## src/rtl/led_seq_pkg.sv

```systemverilog
// led_seq_pkg: shared encodings and pattern constants for the LED bar sequencer
package led_seq_pkg;

    localparam int LED_W = 10;

    typedef enum logic [1:0] {
        MODE_SCAN  = 2'd0,
        MODE_FILL  = 2'd1,
        MODE_BLINK = 2'd2,
        MODE_COUNT = 2'd3
    } mode_t;

    typedef enum logic [1:0] {
        ST_IDLE  = 2'd0,
        ST_LOAD  = 2'd1,
        ST_RUN   = 2'd2,
        ST_PAUSE = 2'd3
    } state_t;

    localparam logic [LED_W-1:0] SCAN_INIT = 10'h003;
    localparam logic [LED_W-1:0] BLINK_A   = 10'h155;
    localparam logic [LED_W-1:0] BLINK_B   = 10'h2AA;
    localparam logic [LED_W-1:0] LED_ALL   = 10'h3FF;

    // Pattern shown when a mode is (re)loaded; FILL and COUNT start dark
    function automatic logic [LED_W-1:0] init_pattern(input mode_t m);
        return m == MODE_SCAN ? SCAN_INIT : m == MODE_BLINK ? BLINK_A : '0;
    endfunction

endpackage

```

## src/rtl/led_tick_gen.sv

```systemverilog
// led_tick_gen: prescaler producing the pattern step pulse at a speed-selected rate
module led_tick_gen #(
    parameter int PRESCALE_W = 18
) (
    input  logic       CLK,
    input  logic       RST,
    input  logic       run,
    input  logic [1:0] speed,
    output logic       ptick
);
    import led_seq_pkg::*;

    logic [PRESCALE_W-1:0] count;
    logic [1:0]            speed_q;
    logic                  hold;

    // A speed change restarts the period so the first pulse comes a full new period later
    assign hold  = !run || speed != speed_q;
    assign ptick = !hold && count == ({PRESCALE_W{1'b1}} >> speed);

    // Period counter, wraps to zero on each pulse
    always_ff @(posedge CLK) begin
        if (RST) begin
            count   <= '0;
            speed_q <= '0;
        end else begin
            speed_q <= speed;
            count   <= (hold || ptick) ? '0 : count + 1'b1;
        end
    end

endmodule

```

## src/rtl/led_pattern_sequencer.sv

```systemverilog
// led_pattern_sequencer: run/pause/step controller driving four LED bar patterns
module led_pattern_sequencer #(
    parameter int LED_W      = 10,
    parameter int PRESCALE_W = 18
) (
    input  logic             CLK,
    input  logic             RST,
    input  logic             en,
    input  logic [1:0]       mode,
    input  logic [1:0]       speed,
    input  logic             pause,
    input  logic             step,
    output logic [LED_W-1:0] leds,
    output logic             tick,
    output logic [1:0]       state
);
    import led_seq_pkg::*;

    localparam int               POS_W   = $clog2(LED_W);
    localparam logic [POS_W-1:0] POS_MAX = POS_W'(LED_W - 2);

    state_t           st, st_d;
    mode_t            mode_q, mode_d, mode_in;
    logic [LED_W-1:0] leds_d, adv_leds;
    logic [POS_W-1:0] pos, pos_d, adv_pos;
    logic             dir_down, dir_d, adv_dir;
    logic             drain, drain_d, adv_drain;
    logic             step_q, advance, ptick, run;

    assign mode_in = mode_t'(mode);
    assign state   = st;
    assign run     = st == ST_RUN;

    led_tick_gen #(.PRESCALE_W(PRESCALE_W)) u_tick (
        .CLK  (CLK),
        .RST  (RST),
        .run  (run),
        .speed(speed),
        .ptick(ptick)
    );

    // Next pattern values for one advance of the latched mode
    always_comb begin
        adv_leds  = leds;
        adv_pos   = pos;
        adv_dir   = dir_down;
        adv_drain = drain;
        case (mode_q)
            MODE_SCAN: begin
                adv_dir  = dir_down ? pos != '0 : pos == POS_MAX;
                adv_pos  = adv_dir ? pos - 1'b1 : pos + 1'b1;
                adv_leds = LED_W'(SCAN_INIT) << adv_pos;
            end
            MODE_FILL: begin
                adv_leds  = {leds[LED_W-2:0], ~drain};
                adv_drain = drain ? adv_leds != '0 : adv_leds == LED_W'(LED_ALL);
            end
            MODE_BLINK: adv_leds = leds == LED_W'(BLINK_A) ? LED_W'(BLINK_B) : LED_W'(BLINK_A);
            MODE_COUNT: adv_leds = leds + 1'b1;
        endcase
    end

    // FSM next state and pattern register inputs; disable overrides everything
    always_comb begin
        st_d    = st;
        mode_d  = mode_q;
        leds_d  = leds;
        pos_d   = pos;
        dir_d   = dir_down;
        drain_d = drain;
        advance = 1'b0;
        if (!en) begin
            st_d   = ST_IDLE;
            leds_d = '0;
        end else begin
            case (st)
                ST_IDLE: st_d = ST_LOAD;
                ST_LOAD: begin
                    st_d    = ST_RUN;
                    mode_d  = mode_in;
                    leds_d  = LED_W'(init_pattern(mode_in));
                    pos_d   = '0;
                    dir_d   = 1'b0;
                    drain_d = 1'b0;
                end
                ST_RUN, ST_PAUSE: begin
                    st_d    = mode_in != mode_q ? ST_LOAD : pause ? ST_PAUSE : ST_RUN;
                    advance = mode_in == mode_q &&
                              (run ? !pause && ptick : pause && step && !step_q);
                end
            endcase
            if (advance) begin
                leds_d  = adv_leds;
                pos_d   = adv_pos;
                dir_d   = adv_dir;
                drain_d = adv_drain;
            end
        end
    end

    // State, pattern and step-edge registers
    always_ff @(posedge CLK) begin
        if (RST) begin
            st       <= ST_IDLE;
            mode_q   <= MODE_SCAN;
            leds     <= '0;
            tick     <= 1'b0;
            pos      <= '0;
            dir_down <= 1'b0;
            drain    <= 1'b0;
            step_q   <= 1'b0;
        end else begin
            st       <= st_d;
            mode_q   <= mode_d;
            leds     <= leds_d;
            tick     <= advance;
            pos      <= pos_d;
            dir_down <= dir_d;
            drain    <= drain_d;
            step_q   <= step;
        end
    end

endmodule

```

## config.mk

```make
export PLATFORM = sky130hd
export DESIGN_NAME = led_pattern_sequencer
export DESIGN_NICKNAME = d
export VERILOG_FILES = /design/src/rtl/led_seq_pkg.sv /design/src/rtl/led_tick_gen.sv /design/src/rtl/led_pattern_sequencer.sv
export SDC_FILE = /design/constraint.sdc
export NUM_CORES = 1
export LEC_CHECK = 0
export ABC_AREA = 0
export CAP_MARGIN = 20
export CORE_ASPECT_RATIO = 1.25
export CORE_MARGIN = 1.5
export CORE_UTILIZATION = 51
export DETAILED_ROUTE_END_ITERATION = 6
export GPL_ROUTABILITY_DRIVEN = 1
export HOLD_SLACK_MARGIN = 0.12
export PLACE_DENSITY = 0.8
export SLEW_MARGIN = 30
export SYNTH_ARGS = -nofsm -noshare
export SYNTH_HDL_FRONTEND = slang
export SYNTH_HIERARCHICAL = 1
export SYNTH_SLANG_ARGS = --single-unit
```

## constraint.sdc

```tcl
create_clock -name CLK -period 2.65 [get_ports CLK]
set_input_delay 0.53 -clock CLK [delete_from_list [all_inputs] [get_ports CLK]]
set_output_delay 0.53 -clock CLK [all_outputs]
set_load 0.1 [all_outputs]
```

==> flow_summary.toml, run 1 <==
[sta]
finClkSkew_ns = 0.00797
relSlewSlack_pct = 57.7
finalSetupTns_ns = 0
worst_pin_slew_ns = 0.632
final-hold-violation-count = 0
timing.final.ws_setup_ns = 0.0800
min_period_ns = 2.57
setup_viol = 0
slew_viol_final = 0
rsz0062_at_grt = "yes"
max_freq_mhz = 389
timing.final.crit_share_pct = 97.0

[placed_design]
placed_cells = 400
hpwl_um = 4500
dpl_worst_slack_ns = -0.359
place.gp.congestion = 0.940
port-buffer-count = 21

[setup_path]
crit_required_ns = 2.87
critPathMaxFanout = 5
critPathSlowestCell = "ha_2"
crit_type = "reg2reg"
arrival_ns = 2.79
cp_cell_sequence = "nor3_4 > mux2i_1 > inv_1 > ha_2 > a21oi_2 > a211o_1 > and2_4 > or3_1 > a311oi_2"
start_kind = "flip-flop"
critPathMaxStageDelay_ns = 0.39
endpoint_kind = "flip-flop"

[synthesis]
synthDistinctLibCells = 65
post-synth-top-area-fraction_pct = 31.7
synth_top_family_by_area = "simple AND/OR/NAND/NOR gates"
synth_edf_count = 0
syn_nets = 335
yosys-top-cells-area = "dfxtp_1 32%, nand2_1 4.7%, xor2_1 4.6%, nor3_1 3.6%, ha_1 3.3%"
synth_ff_type = "dfxtp_1"
synth_common_cells = "42 x dfxtp_1, 33 x nand2_1, 19 x nor3_1"
synthAdderAreaFrac_pct = 4.05
netlist_instances = 318
yosysWarnings = 6
ys_seq_area_share_pct = 31.7
muxShareOfSynthArea_pct = 1.13
synth-compound-area-share_pct = 21.3
syn_area_mm2 = 0.00266
yosysMostFrequentCell = "dfxtp_1"
ys_ff_latch = 42
synth_top_area_cell = "dfxtp_1"
ys_async_sr_fraction_pct = 0
synth_xor_xnor_area_share_pct = 7.25
synth-simple-area-share_pct = 29.3
avgSynthCellArea_um2 = 8.35

[cts]
cts.clk_slew.worst_paths_ns = 0.08
cts_buffer_depth = 2
cts.sinks = 42
clk_latency_ns = 0.30
root_buffer = "clkbuf_8"
cts_inserted_buffers = 5
htree_levels = 2
cts_tree = "built"
cts-hold-fix-buffers = 0

[die]
rows = 29
die_w_um = 67.6
start_util_pct = 52.7
die_area_mm2 = 0.00565
fp.coreArea_mm2 = 0.00504
die_h_um = 83.7
io_pins = 22

[drt]
drtIter0Drc = 202
num_vias = 2458
postRouteAntennaNets = 0
dr.pass1.iters = 4
wirelength_um = 6210
drc = 0
vias_per_cell = 6.01
wl_per_cell_um = 15.2

[run]
maxCapViolations = 0

[power]
vdd_drop_max_mv = 0.332
p_leak_nw = 1.13
cellPowerDensity_mw_per_mm2 = 406

[global_route]
gr-usage-all-layers_pct = 23.5
overflow = 0
gr-usage-met2_pct = 38.9
grt_max_degree = 28
antenna_found_initial = 0
grtUsageMet1_pct = 28.3
grt_pass1_vias = 2313
met3_usage_pct = 5.26
busiest_layer = "met2"
grt_pass1_wl_um = 10500

[finish]
stdcell_count = 409
area_growth_pct = 18.0
drive_gt1_share_pct = 18.2
fin_nets = 363
antenna_cells = 0

[run_status]
status = "finished clean"

[worst_hold_path]
min_path_type = "reg2reg"
## power breakdown
group | leakage (nW) | switching (mW) | total [mW] | internal [mW]
clock | 0.0514 | 0.224 | 0.505 | 0.281
combinational | 0.744 | 0.0766 | 0.124 | 0.0470
sequential | 0.340 | 0.00839 | 0.645 | 0.637
## metrics by stage
stage / instance area (µm²) / power, mW / hold slack, ns / util, %
3_5_place_dp: 2960 / 0.781 / 0.441 / 58.6
4_1_cts: 3080 / 1.29 / 0.462 / 61.1
6_report: 3140 / 1.27 / 0.458 / 62.2
3_3_place_gp: 2960 / 0.780 / 0.440 / 58.6
5_1_grt: 3140 / 1.32 / 0.491 / 62.2
2_1_floorplan: 2660 / 0.736 / 0.421 / -
## worst max-delay path: cells and delay by family, from the launching register on
family,cells,cell delay (ns)
simple gates,3,0.74
fa+ha+maj,1,0.39
buf+inv,1,0.09
compound gates,3,0.64
mux,1,0.27
flops,1,0.34
## path summary, 6_finish.rpt
kind,end,slack (ns),depth (start not counted),start
max,leds[6]$_SDFFE_PP0P_,0.08,9,pos[0]$_SDFFE_PP0P_
min,u_tick/count[0]$_SDFF_PP0_,0.46,1,u_tick/count[0]$_SDFF_PP0_
max reg2reg,leds[6]$_SDFFE_PP0P_,0.08,9,pos[0]$_SDFFE_PP0P_
min reg2reg,u_tick/count[0]$_SDFF_PP0_,0.46,1,u_tick/count[0]$_SDFF_PP0_
## cell type report
type | instances | area (µm²)
clock buffers | 6 | 72.6
multi-input cells | 244 | 1730
fillers | 437 | 1910
well taps | 62 | 77.6
inverters | 12 | 45.0
clock inverters | 2 | 37.5
repair buffers | 41 | 337
flip-flops and latches | 42 | 841
## kinds of logic (layout without fill, tap and decap cells)
kind of cell,count (synthesis),count (layout)
AND/OR/NAND/NOR,132,132
AO/OA/AOI/OAI,79,79
flip-flops,42,42
buffers and inverters,32,61
XOR/XNOR,22,22
adder cells (fa/ha/maj),8,8
multiplexers,3,3
## registers in the layout, indices dropped and copies added (netlist names)
name,count
dir_down,1
drain,1
leds,10
mode_q,2
pos,4
state,2
step_q,1
tick,1
u_tick/count,18
u_tick/speed_q,2
## cells in the final DEF (no fill, tap or decap), types with 3 or more instances in the layout
cell type and n:
o31ai_1 4, a21oi_1 15, buf_4 32, nor4_1 3
dfxtp_1 42, and2_1 3, inv_1 12, o21ai_0 17
nor3_1 18, nand2_1 33, a32o_1 3, mux2i_1 3
nand3_1 13, xor2_1 14, nand4_1 9, nor2b_1 8
a211oi_1 7, or3_1 7, xnor2_1 8, clkdlybuf4s50_1 6
clkbuf_8 5, nor2_1 8, a311oi_1 4, ha_1 6
## repair_timing
action                     in CTS  in global routing
buffers inserted                0                  1
setup endpoints to repair       4                 16
resized for setup               4                 10
hold endpoints to repair        0                  0
pin swaps                       0                  5
## layer usage
metal  part of all wire [%]  up-vias
met3                    5.1       17
met2                     50       73
met1                     43     1136
li1                       -     1232
met4                    2.4        0
met5                      0        -
No activity file was read; power rests on OpenSTA's default activity.
==> run 2: changes to the inputs <==
--- a/config.mk
+++ b/config.mk
@@ -14,6 +14,7 @@
 export GPL_ROUTABILITY_DRIVEN = 1
 export HOLD_SLACK_MARGIN = 0.12
 export PLACE_DENSITY = 0.8
+export RECOVER_POWER = 50
 export SLEW_MARGIN = 30
 export SYNTH_ARGS = -nofsm -noshare
 export SYNTH_HDL_FRONTEND = slang
==> run 2 against run 1 <==
Setup slack worse by 0.0014 ns. Clock skew increased by 0.0017 ns. Non-clock buffer count stayed put. Final cell count unchanged. Routed wire length rose by 0.56%. Count of clock-buffer cells in the layout unchanged. Global-route usage unchanged. Register-to-register slack about the same. Combinational power barely moved.
==> flow_summary.toml, run 2 (synthesis gave the netlist of run 1 again) <==
[run_status]
status = "finished clean"

[global_route]
grt_pass1_vias = 2313
overflow = 0
grt_pass1_wl_um = 10500
antenna_found_initial = 0
grt_max_degree = 28
gr-usage-all-layers_pct = 23.5

[placed_design]
port-buffer-count = 21
hpwl_um = 4500
place_area_mm2 = 0.00296
place.gp.congestion = 0.940
placed_cells = 400

[drt]
wirelength_um = 6250
vias_per_cell = 5.94
dr.pass1.iters = 5
wl_per_cell_um = 15.3
drtIter0Drc = 179
postRouteAntennaNets = 0
drc = 0
num_vias = 2431

[worst_hold_path]
min_path_type = "reg2reg"

[sta]
finClkSkew_ns = 0.00971
hold_ws_ns = 0.458
setup_viol = 0
slew_viol_final = 0
max_freq_mhz = 389
min_period_ns = 2.57
timing.final.crit_share_pct = 97.0
worst_pin_slew_ns = 1.16
final-hold-violation-count = 0
relSlewSlack_pct = 22.8
rsz0062_at_grt = "yes"

[setup_path]
endpoint_kind = "flip-flop"
arrival_ns = 2.79
start_kind = "flip-flop"
crit_type = "reg2reg"
critPathMaxFanout = 5
crit_required_ns = 2.87

[power]
cellPowerDensity_mw_per_mm2 = 412
p_leak_nw = 1.09
vdd_drop_max_mv = 0.332
total_power_mw = 1.27

[cts]
cts.sinks = 42
cts_tree = "built"
cts.clk_slew.worst_paths_ns = 0.09
root_buffer = "clkbuf_8"
cts_buffer_depth = 2
cts_inserted_buffers = 5
clk_latency_ns = 0.30
htree_levels = 2

[finish]
mostFrequentLayoutCell = "dfxtp_1"
multiInputGateArea_mm2 = 0.00173
antenna_cells = 0
area_growth_pct = 16.5
seqCellArea_um2 = 841
stdcell_count = 409
largest_reg_flops = 18
largest_register = "u_tick/count"
fin_area_mm2 = 0.00309
largestRegisters = "u_tick/count (18), leds (10), pos (4)"
post-route-util_pct = 61.3
drive_gt1_share_pct = 14.7
layout_common_cells = "42 x dfxtp_1, 33 x nand2_1, 21 x buf_4"
fill_cells = 451
fin_nets = 363

[die]
start_util_pct = 52.7
die_w_um = 67.6
die_h_um = 83.7
fp.coreArea_mm2 = 0.00504
rows = 29
die_area_mm2 = 0.00565
io_pins = 22

[run]
maxCapViolations = 0
-- run 2: cell count changes in the layout (fill, tap and decap cells not counted), sizes merged --
cell / delta
buf: -11
dlygate4sd3: +3
clkdlybuf4s50: -3
clkbuf: +11
-- run 2: power breakdown --
part	switching (mW)	leakage (nW)	internal (mW)	total, mW
registers	0.00830	0.340	0.637	0.645
clock network	0.227	0.0514	0.281	0.509
logic	0.0768	0.697	0.0439	0.121
total	0.313	1.09	0.962	1.27
-- run 2: path summary, 6_finish.rpt --
path | from | slack (ns) | endpoint | depth (start not counted)
max | pos[0]$_SDFFE_PP0P_ | 0.08 | leds[6]$_SDFFE_PP0P_ | 9
min | u_tick/count[0]$_SDFF_PP0_ | 0.46 | u_tick/count[0]$_SDFF_PP0_ | 1
max reg2reg | pos[0]$_SDFFE_PP0P_ | 0.08 | leds[6]$_SDFFE_PP0P_ | 9
min reg2reg | u_tick/count[0]$_SDFF_PP0_ | 0.46 | u_tick/count[0]$_SDFF_PP0_ | 1
-- run 2: area by class of cell --
cell class	count	share of cell area, %
Multi-Input combinational cell	244	55.8
Sequential cell	42	27.2
Timing Repair Buffer	41	9.54
Tap cell	62	2.51
Clock buffer	6	2.35
Inverter	12	1.46
Clock inverter	2	1.21
-- run 2: metal layers --
layer  up-vias  track usage [%]  wire, µm
li1       1229                -         -
met1      1134             28.3      2740
met2        58             38.9      3150
met3        10             5.26       244
met4         0             10.6       117
met5         -                0         0
-- run 2: what timing repair did --
| action | in CTS | in global routing |
|---|---|---|
| pin swaps | 0 | 5 |
| buffers inserted | 0 | 1 |
| resized for setup | 4 | 10 |
| endpoints found under the setup margin | 4 | 16 |
| hold buffers | 0 | 0 |
-- run 2: critical path, cell delays in order (launching register included) --
cell      delay, ns
dfxtp_1        0.34
nor3_4         0.22
mux2i_1        0.27
inv_1          0.09
ha_2           0.39
a21oi_2        0.07
a211o_1        0.31
and2_4         0.16
or3_1          0.36
a311oi_2       0.26
-- run 2: through the flow --
step | TNS (ns) | setup WS (ns)
floorplan | 0 | 0.0520
global placement | -2.72 | -0.265
detailed placement | -4.03 | -0.359
CTS | 0 | 0.0111
global route | -0.0174 | -0.0174
finish | 0 | 0.0786
==> run 3: changes to the inputs <==
--- a/config.mk
+++ b/config.mk
@@ -13,6 +13,7 @@
 export DETAILED_ROUTE_END_ITERATION = 6
 export GPL_ROUTABILITY_DRIVEN = 1
 export HOLD_SLACK_MARGIN = 0.12
+export MAX_ROUTING_LAYER = met4
 export PLACE_DENSITY = 0.8
 export RECOVER_POWER = 50
 export SLEW_MARGIN = 30
==> run 3 against run 2 <==
Routed wire length fell by 0.80%. Non-clock buffer count unchanged. Critical path depth stayed put. Flip-flop and latch count did not move. Count of clock-buffer cells in the layout stayed put. Clock skew fell by 0.0013 ns. Hold slack is essentially flat. Die area stayed put. First-iteration DRC count up 18%.
==> flow_summary.toml, run 3 (synthesis gave the netlist of run 1 again) <==
[cts]
cts.sinks = 42
htree_levels = 2
cts_inserted_buffers = 5
cts_tree = "built"
cts-hold-fix-buffers = 0
clk_latency_ns = 0.30
cts_buffer_depth = 2
root_buffer = "clkbuf_8"
cts.clk_slew.worst_paths_ns = 0.08

[sta]
timing.final.crit_share_pct = 96.9
finClkSkew_ns = 0.00843
worst_pin_slew_ns = 1.16
timing.final.ws_setup_ns = 0.0812
final-hold-violation-count = 0
relSlewSlack_pct = 22.8
setup_viol = 0
finalSetupTns_ns = 0
slew_viol_final = 0
max_freq_mhz = 389
hold_ws_ns = 0.458
rsz0062_at_grt = "yes"
min_period_ns = 2.57

[finish]
drive_gt1_share_pct = 14.7
area_growth_pct = 16.5
largestRegisters = "u_tick/count (18), leds (10), pos (4)"
mostFrequentLayoutCell = "dfxtp_1"
antenna_cells = 0
stdcell_count = 409
layout_common_cells = "42 x dfxtp_1, 33 x nand2_1, 21 x buf_4"
largest_register = "u_tick/count"
fin_nets = 363
largest_reg_flops = 18

[worst_hold_path]
whs_path_depth = 1
min_path_type = "reg2reg"
hold_start = "u_tick/count[0]$_SDFF_PP0_"
hold_end = "u_tick/count[0]$_SDFF_PP0_"

[placed_design]
hpwl_um = 4500
placed_cells = 400
place.gp.congestion = 0.956
port-buffer-count = 21
dpl_worst_slack_ns = -0.359

[setup_path]
critPathMaxFanout = 5
timing.rr.end = "leds[6]$_SDFFE_PP0P_"
arrival_ns = 2.79
r2r_setup_slack_ns = 0.08
rr_worst_depth = 9
crit_required_ns = 2.87
endpoint_kind = "flip-flop"
start_kind = "flip-flop"
crit_type = "reg2reg"
regToRegStartpoint = "pos[0]$_SDFFE_PP0P_"

[die]
die_w_um = 67.6
rows = 29
die_area_mm2 = 0.00565
io_pins = 22
fp.coreArea_mm2 = 0.00504
start_util_pct = 52.7
die_h_um = 83.7

[drt]
dr.pass1.iters = 4
num_vias = 2416
vias_per_cell = 5.91
drtIter0Drc = 211
wl_per_cell_um = 15.1
wirelength_um = 6200
drc = 0
postRouteAntennaNets = 0

[power]
vdd_drop_max_mv = 0.331
p_leak_nw = 1.09
total_power_mw = 1.27
cellPowerDensity_mw_per_mm2 = 411

[global_route]
antenna_found_initial = 0
grt_pass1_vias = 2313
gr-usage-all-layers_pct = 24.2
overflow = 0
grt_max_degree = 28
grt_pass1_wl_um = 10500

[run]
maxCapViolations = 0

[run_status]
status = "finished clean"
run 3: layout make-up:
class,count,area (µm²)
well taps,62,77.6
multi-input cells,244,1730
flip-flops and latches,42,841
clock buffers,6,72.6
inverters,12,45.0
fillers,451,1950
clock inverters,2,37.5
repair buffers,41,295
run 3: critical path, cell delays in order, from the launching register on:
cell and delay (ns):
dfxtp_1 0.34, nor3_4 0.22, mux2i_1 0.27, inv_1 0.09, ha_2 0.39, a21oi_2 0.07, a211o_1 0.31, and2_4 0.16
or3_1 0.36, a311oi_2 0.25
run 3: metal layers:
metal / up-vias / track usage, % / share of wire [%]
li1: 1230 / - / -
met1: 1117 / 28.3 / 44
met2: 57 / 39.0 / 50
met3: 12 / 5.26 / 4.1
met4: 0 / 10.6 / 1.9
met5: - / - / 0
run 3: repair_timing:
item                                    4_1_cts  5_1_grt
endpoints found under the setup margin        4       16
hold endpoints to repair                      0        0
buffers inserted                              0        1
resized for setup                             4       10
pin swaps                                     0        5
run 3: power breakdown:
part | internal [mW] | switching (mW)
clock | 0.281 | 0.226
sequential | 0.637 | 0.00828
combinational | 0.0439 | 0.0766
run 3: how the worst max path moves through the flow:
stage | from | to | slack [ns]
2_1_floorplan | state[1]$_SDFF_PP0_ | leds[7]$_SDFFE_PP0P_ | 0.05
3_3_place_gp | speed[1] | leds[9]$_SDFFE_PP0P_ | -0.27
3_5_place_dp | speed[1] | leds[9]$_SDFFE_PP0P_ | -0.36
4_1_cts | pos[0]$_SDFFE_PP0P_ | leds[6]$_SDFFE_PP0P_ | 0.01
5_1_grt | pos[0]$_SDFFE_PP0P_ | leds[6]$_SDFFE_PP0P_ | -0.02
6_report | pos[0]$_SDFFE_PP0P_ | leds[6]$_SDFFE_PP0P_ | 0.08
run 3: stage by stage:
| step | instance area, µm² | utilization [%] |
|---|---|---|
| after floorplan | 2660 | - |
| after global placement | 2960 | 58.6 |
| after detailed placement | 2960 | 58.6 |
| after CTS | 3080 | 61.1 |
| after global routing | 3090 | 61.3 |
| final | 3090 | 61.3 |
==> RTL edit (config.mk and constraints of run 2) <==
`PRESCALE_W` is set to 18 in 2 places; all go to 16.
--- a/src/rtl/led_tick_gen.sv
+++ b/src/rtl/led_tick_gen.sv
@@ -1,5 +1,5 @@
 // led_tick_gen: prescaler producing the pattern step pulse at a speed-selected rate
 module led_tick_gen #(
-    parameter int PRESCALE_W = 18
+    parameter int PRESCALE_W = 16
 ) (
     input  logic       CLK,
--- a/src/rtl/led_pattern_sequencer.sv
+++ b/src/rtl/led_pattern_sequencer.sv
@@ -2,5 +2,5 @@
 module led_pattern_sequencer #(
     parameter int LED_W      = 10,
-    parameter int PRESCALE_W = 18
+    parameter int PRESCALE_W = 16
 ) (
     input  logic             CLK,
Function: no difference found for any inputs over 10 cycles, from zero or initial values and one cycle with RST high; that may be too few to reach the edited logic, so the function may still have changed.
==> RTL edit against run 2 <==
Worst setup slack worse by 0.0099 ns. Sequential cell count is 2 lower. Area after synthesis is 4.6% lower. Final area hardly changed. Die area is 4.4% lower. Critical path type unchanged. Power is 0.95% lower. First-iteration DRC count is 1.1% higher. Wire length is 8.5% higher. Count of clock-buffer cells in the layout is 1 lower.
==> RTL edit: results <==
group,metric,value,unit
yosys,syn_nets,328,
detailed_routing,drt-initial-drc-count,181,
power_and_ir_drop,ir_drop,0.0003501,V
critical_path,cpPeakStageDelay,0.36,ns
sta,worst_pin_slew,1.191,ns
global_route,grt_max_degree,19,
final_layout,num-multi-input-gates,242,
sta,clock_skew,0.008498,ns
yosys,synth_commonest_cells,"40 x dfxtp_1, 34 x nand2_1, 16 x a21oi_1, 16 x nand3_1, 16 x nor3_1",
final_layout,fin_nets,369,
detailed_routing,via_per_inst,6.107,
final_layout,multiInputGateArea,1712,um^2
final_layout,clk_share,0.03723,
placed_design,dpl_worst_slack,-0.5365,ns
detailed_routing,routed_wl,6780,um
critical_path,critPathSlowestCell,"dfxtp_2",
final_layout,multi_input_area_share,0.5536,
final_layout,drive_gt1_frac,0.1841,
global_route,grt_pass1_vias,2431,
yosys,synth-seq-cells,40,
yosys,seq_area_frac_synth,0.3160,
power_and_ir_drop,power.leakage,0.001070,uW
placed_design,finalWeightedCongestion,0.8820,
global_route,grt_pass1_wl,10830,um
global_route,grt_usage,0.2592,
power_and_ir_drop,swShare,0.2572,
final_layout,seqCellArea,803.3,um^2
placed_design,placed_cells,397,
outcome,status,"complete, no violations",
final_layout,fin_cells,413,
placed_design,hpwl,4939,um
yosys,synth_cell_type_count,68,
yosys,yosys-top-cells-area,"dfxtp_1 32%, nand2_1 5.0%, xnor2_1 4.5%",
==> RTL edit: changes by cell type after synthesis, sizes merged, moves of 3 or more <==
| cell | run 2 | this run |
|---|---|---|
| xnor2 | 8 | 13 |
| nor2 | 9 | 16 |
| nor4 | 4 | 7 |
| xor2 | 14 | 8 |
| nor3 | 20 | 17 |
| nand4 | 11 | 6 |
==> RTL edit: power groups by stage <==
stage / clock network (uW) / logic, uW / registers (uW)
finish: 518 / 128 / 616
global route: 546 / 136 / 617
CTS: 522 / 130 / 616
detailed placement: 0 / 121 / 630
global placement: 0 / 120 / 630
floorplan: 0 / 57.1 / 648
==> RTL edit: cells by family after synthesis <==
kind of cell / Yosys count / share of synthesized area
flops: 40 / 0.3161
compound gates: 76 / 0.2114
mux: 3 / 0.01185
simple gates: 134 / 0.3003
xor+xnor: 21 / 0.07259
fa+ha+maj: 8 / 0.04247
buf+inv: 29 / 0.04543
==> RTL edit: routing by layer <==
layer	share of wire	GRT usage	routed length, um
met5	0	0	0
met4	0.030	0.1143	203
met3	0.048	0.04658	323
met2	0.51	0.4919	3458
met1	0.41	0.2766	2795
==> RTL edit: path summary, 6_finish.rpt <==
check                start  endpoint  slack, ns  depth (start not counted)
setup / recovery    pos[1]   leds[6]       0.07                          9
hold / removal    dir_down  dir_down       0.50                          1
setup reg to reg    pos[1]   leds[6]       0.07                          9
hold reg to reg   dir_down  dir_down       0.50                          1
==> RTL edit: timing repair <==
item,CTS,global route
buffers inserted,7,1
setup endpoints to repair,17,13
pin swaps,6,2
endpoints found under the hold margin,0,0
gates resized for setup,12,10
